### src/rtl/mecobo_pkg.sv
// mecobo_pkg
//   Shared definitions for the Mecobo per-pin waveform controller:
//   register offsets inside one pin's configuration window, waveform
//   codes, window size and the controller FSM state type.
package mecobo_pkg;

    localparam int PIN_WORDS = 6;

    localparam logic [2:0] OFS_WAVE  = 3'd0;
    localparam logic [2:0] OFS_FREQ  = 3'd1;
    localparam logic [2:0] OFS_PHASE = 3'd2;
    localparam logic [2:0] OFS_TICKS = 3'd3;
    localparam logic [2:0] OFS_TICK  = 3'd4;
    localparam logic [2:0] OFS_LAST  = 3'd5;

    localparam logic [1:0] WAVE_IDLE   = 2'd0;
    localparam logic [1:0] WAVE_SQUARE = 2'd1;
    localparam logic [1:0] WAVE_SAW    = 2'd2;
    localparam logic [1:0] WAVE_TRI    = 2'd3;

    typedef enum logic [1:0] {
        ST_IDLE,
        ST_DELAY,
        ST_RUN,
        ST_DONE
    } pin_state_e;

endpackage

### src/rtl/mecobo_step_gen.sv
// mecobo_step_gen
//   Holds the current waveform sample and advances it by one step per
//   step strobe, according to the selected waveform.
//   Ports:
//     clk_i      system clock
//     rst_ni     asynchronous active-low reset
//     wave_i     waveform code (square / sawtooth / triangle)
//     step_i     advance the sample by one step
//     restart_i  clear the sample and turn the triangle back to counting up
//     sample_o   current sample
module mecobo_step_gen
    import mecobo_pkg::*;
(
    input  logic        clk_i,
    input  logic        rst_ni,
    input  logic [1:0]  wave_i,
    input  logic        step_i,
    input  logic        restart_i,
    output logic [15:0] sample_o
);

    logic [15:0] sample_q, sample_d;
    logic        dirDown_q, dirDown_d;

    // Next-sample logic. The triangle turns around on the endpoint itself,
    // so 0xFFFF and 0x0000 each appear for exactly one step before the
    // direction reverses. A restart always wins over a step.
    always_comb begin
        sample_d  = sample_q;
        dirDown_d = dirDown_q;
        if (restart_i) begin
            sample_d  = 16'h0000;
            dirDown_d = 1'b0;
        end else if (step_i) begin
            case (wave_i)
                WAVE_SQUARE: sample_d = (sample_q == 16'h0000) ? 16'hFFFF : 16'h0000;
                WAVE_SAW:    sample_d = sample_q + 16'd1;
                WAVE_TRI: begin
                    if (!dirDown_q) begin
                        if (sample_q == 16'hFFFF) begin
                            sample_d  = 16'hFFFE;
                            dirDown_d = 1'b1;
                        end else begin
                            sample_d = sample_q + 16'd1;
                        end
                    end else begin
                        if (sample_q == 16'h0000) begin
                            sample_d  = 16'h0001;
                            dirDown_d = 1'b0;
                        end else begin
                            sample_d = sample_q - 16'd1;
                        end
                    end
                end
                default: sample_d = sample_q;
            endcase
        end
    end

    // Sample and triangle direction registers.
    always_ff @(posedge clk_i or negedge rst_ni) begin
        if (!rst_ni) begin
            sample_q  <= 16'h0000;
            dirDown_q <= 1'b0;
        end else begin
            sample_q  <= sample_d;
            dirDown_q <= dirDown_d;
        end
    end

    assign sample_o = sample_q;

endmodule

### src/rtl/mecobo_pin_ctrl.sv
// mecobo_pin_ctrl
//   Per-pin waveform controller. Decodes a 6-word register window at
//   BASE_ADDR on the EBI bus and sequences a step counter that drives
//   one output pin.
//   Ports:
//     clk, reset            system clock, asynchronous active-low reset
//     bus_addr/wdata/wr/rd  EBI word address, write data and strobes
//     bus_rdata/rvalid      registered read data (0 when not addressed)
//     pin_out, pin_oe       pin drive value (sample MSB) and output enable
//     sample                current waveform sample
module mecobo_pin_ctrl
    import mecobo_pkg::*;
#(
    parameter int unsigned       ADDR_W    = 21,
    parameter logic [ADDR_W-1:0] BASE_ADDR = ADDR_W'(32'h32)
) (
    input  logic              clk,
    input  logic              reset,
    input  logic [ADDR_W-1:0] bus_addr,
    input  logic [15:0]       bus_wdata,
    input  logic              bus_wr,
    input  logic              bus_rd,
    output logic [15:0]       bus_rdata,
    output logic              bus_rvalid,
    output logic              pin_out,
    output logic              pin_oe,
    output logic [15:0]       sample
);

    logic [ADDR_W-1:0] winOffset;
    logic [2:0]        ofs;
    logic              inWindow, wrHit, rdHit, waveWr, startOk;
    logic              stepStrobe, restart;
    logic [15:0]       rdMux, tickInc;

    logic [15:0] wave_q, freq_q, phase_q, ticks_q;
    logic [15:0] curTick_q, curTick_d;
    logic [15:0] cnt_q, cnt_d;
    logic [15:0] rdata_q;
    logic        rvalid_q;
    pin_state_e  state_q, state_d;

    // Modular subtraction makes any address below BASE_ADDR wrap to a large
    // offset, so a single upper-bound compare selects the window.
    assign winOffset = bus_addr - BASE_ADDR;
    assign inWindow  = (winOffset < ADDR_W'(PIN_WORDS));
    assign ofs       = winOffset[2:0];
    assign wrHit     = bus_wr && inWindow;
    assign rdHit     = bus_rd && inWindow;
    assign waveWr    = wrHit && (ofs == OFS_WAVE);
    assign startOk   = (bus_wdata >= 16'd1) && (bus_wdata <= 16'd3) && (freq_q != 16'd0);
    assign tickInc   = (curTick_q == 16'hFFFF) ? curTick_q : curTick_q + 16'd1;

    // Writable configuration registers. Offsets 4 and 5 are read-only
    // status and silently drop writes.
    always_ff @(posedge clk or negedge reset) begin
        if (!reset) begin
            wave_q  <= 16'h0000;
            freq_q  <= 16'h0000;
            phase_q <= 16'h0000;
            ticks_q <= 16'h0000;
        end else if (wrHit) begin
            case (ofs)
                OFS_WAVE:  wave_q  <= bus_wdata;
                OFS_FREQ:  freq_q  <= bus_wdata;
                OFS_PHASE: phase_q <= bus_wdata;
                OFS_TICKS: ticks_q <= bus_wdata;
                default:   ;
            endcase
        end
    end

    // Read mux over the current (pre-write) register values, so a read and a
    // write to the same word in one cycle return the old contents.
    always_comb begin
        rdMux = 16'h0000;
        case (ofs)
            OFS_WAVE:  rdMux = wave_q;
            OFS_FREQ:  rdMux = freq_q;
            OFS_PHASE: rdMux = phase_q;
            OFS_TICKS: rdMux = ticks_q;
            OFS_TICK:  rdMux = curTick_q;
            OFS_LAST:  rdMux = sample;
            default:   rdMux = 16'h0000;
        endcase
    end

    // Registered read port; data is forced to zero when this pin is not
    // addressed so the top level can OR all pins together.
    always_ff @(posedge clk or negedge reset) begin
        if (!reset) begin
            rdata_q  <= 16'h0000;
            rvalid_q <= 1'b0;
        end else begin
            rdata_q  <= rdHit ? rdMux : 16'h0000;
            rvalid_q <= rdHit;
        end
    end

    // Sequencer next-state logic. DELAY counts the phase down and hands over
    // to RUN one step period before the first step; with zero phase RUN is
    // entered directly. RUN reloads from the live freq register at every step,
    // and a zero freq seen at that point parks the pin in IDLE without
    // stepping. A waveform write overrides everything else and suppresses
    // any step due in the same cycle.
    always_comb begin
        state_d    = state_q;
        cnt_d      = cnt_q;
        curTick_d  = curTick_q;
        stepStrobe = 1'b0;
        restart    = 1'b0;
        case (state_q)
            ST_DELAY: begin
                if (cnt_q <= 16'd1) begin
                    if (freq_q == 16'd0) begin
                        state_d = ST_IDLE;
                    end else begin
                        state_d = ST_RUN;
                        cnt_d   = freq_q - 16'd1;
                    end
                end else begin
                    cnt_d = cnt_q - 16'd1;
                end
            end
            ST_RUN: begin
                if (cnt_q == 16'd0) begin
                    if (freq_q == 16'd0) begin
                        state_d = ST_IDLE;
                    end else begin
                        stepStrobe = 1'b1;
                        cnt_d      = freq_q - 16'd1;
                        curTick_d  = tickInc;
                        if ((ticks_q != 16'd0) && (tickInc >= ticks_q)) begin
                            state_d = ST_DONE;
                        end
                    end
                end else begin
                    cnt_d = cnt_q - 16'd1;
                end
            end
            default: ;
        endcase
        if (waveWr) begin
            stepStrobe = 1'b0;
            if (startOk) begin
                restart   = 1'b1;
                curTick_d = 16'h0000;
                if (phase_q == 16'd0) begin
                    state_d = ST_RUN;
                    cnt_d   = freq_q - 16'd1;
                end else begin
                    state_d = ST_DELAY;
                    cnt_d   = phase_q;
                end
            end else begin
                state_d = ST_IDLE;
            end
        end
    end

    // Sequencer state, interval counter and completed-step counter.
    always_ff @(posedge clk or negedge reset) begin
        if (!reset) begin
            state_q   <= ST_IDLE;
            cnt_q     <= 16'h0000;
            curTick_q <= 16'h0000;
        end else begin
            state_q   <= state_d;
            cnt_q     <= cnt_d;
            curTick_q <= curTick_d;
        end
    end

    mecobo_step_gen u_step_gen (
        .clk_i     (clk),
        .rst_ni    (reset),
        .wave_i    (wave_q[1:0]),
        .step_i    (stepStrobe),
        .restart_i (restart),
        .sample_o  (sample)
    );

    assign pin_out    = sample[15];
    assign pin_oe     = (state_q != ST_IDLE);
    assign bus_rdata  = rdata_q;
    assign bus_rvalid = rvalid_q;

endmodule

### config.mk
export PLATFORM = sky130hd
export DESIGN_NAME = mecobo_pin_ctrl
export DESIGN_NICKNAME = d
export VERILOG_FILES = /design/src/rtl/mecobo_pkg.sv /design/src/rtl/mecobo_step_gen.sv /design/src/rtl/mecobo_pin_ctrl.sv
export SDC_FILE = /design/constraint.sdc
export NUM_CORES = 1
export LEC_CHECK = 0
export ABC_CLOCK_PERIOD_IN_PS = 11000
export CORE_ASPECT_RATIO = 1.5
export CORE_MARGIN = 2
export CORE_UTILIZATION = 50
export CTS_CLUSTER_DIAMETER = 40
export DETAILED_ROUTE_END_ITERATION = 16
export PLACE_DENSITY = 0.7
export SYNTH_ARGS = -nofsm -noshare
export SYNTH_HDL_FRONTEND = slang
export SYNTH_SLANG_ARGS = --single-unit
### constraint.sdc
create_clock -name clk -period 11 [get_ports clk]
set_input_delay 2.75 -clock clk [delete_from_list [all_inputs] [get_ports clk]]
set_output_delay 2.75 -clock clk [all_outputs]
set_load 0.05 [all_outputs]
Word-level counts from Yosys, hierarchy flattened --
Index checks and enable logic that the tools add are counted.
Cells by class: eq/ne operators 15, reductions and logical operators 25, $add $sub $neg 6, $lt $le $gt $ge 5, mux-type cells 43
Operators with widths (count):
- $mux W16 | 19
- $pmux W16 S6 | 1
- $logic_not A16 Y1 | 4
- $pmux W16 S3 | 1
- $sub A16 B1 Y16 const B | 3
- $add A16 B1 Y16 const B | 2
- $eq A16 B16 Y1 const B | 2
- $pmux W16 S2 | 1
- $reduce_bool A16 Y1 | 2
- $lt A21 B3 Y1 const B | 1
- $sub A21 B6 Y21 const B | 1
- $ge A16 B1 Y1 const B | 1
- $ge A16 B16 Y1 | 1
- $le A16 B1 Y1 const B | 1
- $le A16 B2 Y1 const B | 1
- $mux W2 | 8
- $mux W1 | 12
- $reduce_and A2 Y1 | 6
- $eq A2 B2 Y1 const B | 3
- $eq A3 B2 Y1 const B | 2
- $eq A3 B3 Y1 const B | 2
- $logic_and A1 B1 Y1 | 6
- $ne A3 B3 Y1 const B | 2
- $reduce_bool A2 Y1 | 3
- other kinds (8) | 9
Word-level totals: bits of input ports 41, bits in registers 132, logic and storage cells 105, output and inout bits 35

Logic depth before layout (Yosys ltp) --
depth in word-level cells 9, depth in mapped cells 16, depth with buffers taken out 14

Modules after synthesis --
From an unflattened synthesis, not the netlist that was laid out.
Second synthesis, totals: cell total of the unflattened synthesis 1067, area total of the unflattened synthesis 9806.9 sq um
Modules (own cells, without submodules):
- mecobo_pin_ctrl | area an instance 7775.0 sq um, times used 1, cells each 813, sequential area each 2877.8 sq um
- mecobo_step_gen | area an instance 2031.9 sq um, times used 1, cells each 254, sequential area each 425.4 sq um

Worst setup path before layout --
No wires, ideal clock.
path kind in2reg, start input bus_addr[1], end register phase_q[10], setup time 0.125 ns, arrival time 5.532 ns, buffers on the path 4, slack 5.343 ns, stages on the path 13, required time 10.875 ns, cells stage by stage buf_6 inv_1 ha_1 nor2b_1 a211o_1 a222oi_1 o211ai_1 or2_0 clkbuf_1 or4_1 buf_2 buf_6 mux2_4
Between the ends: cells in the longest elaborated chain, start to end 4, elaborated cells between the ends (all ways) 5, those cells by class add/sub: 1; order compare: 1; eq/ne: 1; reduce/logical: 2
Ends and longest elaborated chain:
- start, declared | RTL line mecobo_pin_ctrl.sv:19 | input logic [ADDR_W-1:0] bus_addr,
- $sub A21 B6 Y21 * | RTL line mecobo_pin_ctrl.sv:45 | assign winOffset = bus_addr - BASE_ADDR;
- $lt A21 B3 Y1 | RTL line mecobo_pin_ctrl.sv:46 | assign inWindow = (winOffset < ADDR_W'(PIN_WORDS));
- $logic_and A1 B1 Y1 | RTL line mecobo_pin_ctrl.sv:48 | assign wrHit = bus_wr && inWindow;
- $reduce_and A2 Y1 (no source line) *
- end signal, assigned | RTL line mecobo_pin_ctrl.sv:66 | OFS_PHASE: phase_q <= bus_wdata;
- end, declared | RTL line mecobo_pin_ctrl.sv:36 | logic [15:0] wave_q, freq_q, phase_q, ticks_q;
Every way passes the cells marked *; elsewhere a longest branch is shown, timed or not. A chain may end at the register's enable or synchronous reset.

Worst setup path after layout --
start input bus_addr[1], end register phase_q[13]
Same word-level chain as after synthesis.

==> reports/metrics.csv <==
metric;value;unit
finalWorstSetupSlack;4230;ps
final_common_cell;dfrtp_1;
fmax;0.148;GHz
final_cell_mix;dfrtp_1, nand2_1, nor2_1, clkdlybuf4s50_1, o21ai_0;
rows;61;
numCtsBuffers;17;
track_usage;0.314;
yosysSeqAreaShare;0.351;
period_needed;6770;ps
synth_edf_count;0;
grt_max_degree;74;
drc_errors;0;
htree_levels;4;
crit_arrival;7070;ps
first_iter_violations;723;
hold_viol;0;
rsz0062_at_grt;no;
core;18500;sq um
p_leak;4.51;nW
syn-instance-count;1088;
fin_crit_sh;0.615;
start_kind;input port;
routed_wirelength;30.5;mm
port_buffers;75;
ys.warnings.count;0;
grt_pass1_wl;48.0;mm
io_pins;76;
drtAntennaViolNets;0;
slew_headroom;0.231;
die_w;116;um
synth_flop_cell;dfrtp_1;
async_flop_share;1.00;
area_growth;14.7;%
postCtsSetupBuffers;0;
wl_per_cell;22.1;um
synth_top_area_share;0.351;
path_clk_slew;60;ps
status;finished clean;
die-area;20000;sq um
clock_latency;420;ps
initial_core_util;0.509;
path_max_fanout;36;
place_hpwl;22.6;mm
power_density;102;nW/um^2
yosysTopAreaCell;dfrtp_1;
viasPerCell;6.45;
dr.pass1.iters;8;
synth_area_per_cell;8.65;sq um
synth_area;9410;sq um
n_antenna_cell;0;
crit_required;11300;ps
place.gp.congestion;0.964;
slew_viol_final;0;
synth_fp_nets;1156;
layout-drive-gt1-share;0.102;
clock_path_buffers;2;
overflow;0;
place_ws;3800;ps
ys_types;73;
cts_tree;done;
antenna_found_initial;0;
setup_violations;0;
finalNetCount;1184;
cts.sinks;132;
ys_seq_elements;132;
end_kind;flip-flop;
grt_pass1_vias;8864;
skew;7.88;ps
setup_tns;0;ps
worstMarginPinSlew;1150;ps
cts_resized;0;
num_vias;8908;
dieHeight;172;um
max-vdd-ir-drop;0.0000930;V
postCtsHoldBufs;0;
hold_path.class;reg2reg;
max_cap_violations;0;
synth_area_leaders;dfrtp_1, mux2_2, nand2_1;
root_buffer;clkbuf_16;
critPathKind;in2reg;
r2r_slack;6650;ps
-- Yosys cell counts (7+ instances only) --
master / instances
nor3_1: 34
inv_1: 38
mux2_2: 52
a31oi_1: 14
mux2i_1: 25
a21oi_1: 43
or3_1: 16
o21ai_0: 67
o221ai_1: 9
nand3_1: 40
nor4_1: 30
xnor2_1: 24
buf_1: 8
o31ai_1: 13
dfrtp_1: 132
mux2_4: 10
o22ai_1: 7
or4_1: 12
and3_1: 8
nand2_1: 129
buf_2: 7
o211ai_1: 10
a211oi_1: 8
nor2_1: 78
xor2_1: 24
nand4_1: 13
clkbuf_1: 56
ha_1: 27
nor2b_1: 13
and2_1: 8
a22oi_1: 15
o2111ai_1: 9
a2111oi_0: 11
-- cell type report --
cell class | count | area, sq um
clock buffers | 18 | 429
clock inverters | 14 | 130
fillers | 1681 | 7670
inverters | 38 | 143
multi-input cells | 844 | 5670
flip-flops and latches | 132 | 3300
well taps | 252 | 315
repair buffers | 83 | 807
-- final timing paths --
kind / from / endpoint / cells after the start
max: bus_addr[1] / phase_q[13] / 12
min: wave_q[7] / wave_q[7] / 2
max reg2reg: cnt_q[0] / u_step_gen.sample_o[15] / 9
min reg2reg: wave_q[7] / wave_q[7] / 2
max in group asynchronous: reset / bus_rdata[13] / 2
min in group asynchronous: reset / state_q[0] / 1
-- layer usage --
metal,vias up,global-route usage,share of wire
li1,4079,-,-
met4,0,0.192,0.063
met2,426,0.557,0.51
met1,4275,0.353,0.36
met5,-,0,0
met3,128,0.0417,0.059
-- cells by family after synthesis --
family | after synthesis | synth area share
AND/OR/NAND/NOR | 416 | 0.220
AO/OA/AOI/OAI | 261 | 0.188
flip-flops | 132 | 0.351
buffers and inverters | 112 | 0.0476
multiplexers | 92 | 0.112
XOR/XNOR | 48 | 0.0447
adder cells (fa/ha/maj) | 27 | 0.0359
-- critical path: stages --
cell             delay (ps)
clkdlybuf4s50_1         460
buf_4                   350
inv_1                   230
ha_1                    280
nor2b_1                 190
a211o_1                 320
a222oi_1                330
o211ai_1                260
or2_0                   260
buf_4                   240
or4_1                   960
mux2_4                  450
-- through the flow --
stage / util / power [W] / instances / hold WS [ps] / area [sq um]
after floorplan: - / 0.000524 / 1088 / 434 / 9410
after global placement: 0.554 / 0.000563 / 1349 / 449 / 10200
after detailed placement: 0.554 / 0.000564 / 1349 / 456 / 10200
after CTS: 0.584 / 0.00110 / 1381 / 469 / 10800
after global routing: 0.584 / 0.00113 / 1381 / 488 / 10800
final: 0.584 / 0.00110 / 1381 / 471 / 10800
-- sequential cells by signal, indices dropped and copies added (netlist names), 2 cells and up --
register             cells
bus_rdata               16
cnt_q                   16
curTick_q               16
freq_q                  16
phase_q                 16
state_q                  2
ticks_q                 16
u_step_gen.sample_o     16
wave_q                  16
-- report_power, final --
group | leakage, nW | switching (W) | internal, W
sequential | 1.69 | 0.0000000445 | 0.000486
combinational | 2.56 | 0.0000434 | 0.0000263
clock | 0.259 | 0.000230 | 0.000313
total | 4.51 | 0.000273 | 0.000825
Note: power is estimated with default switching activity, not from simulation.
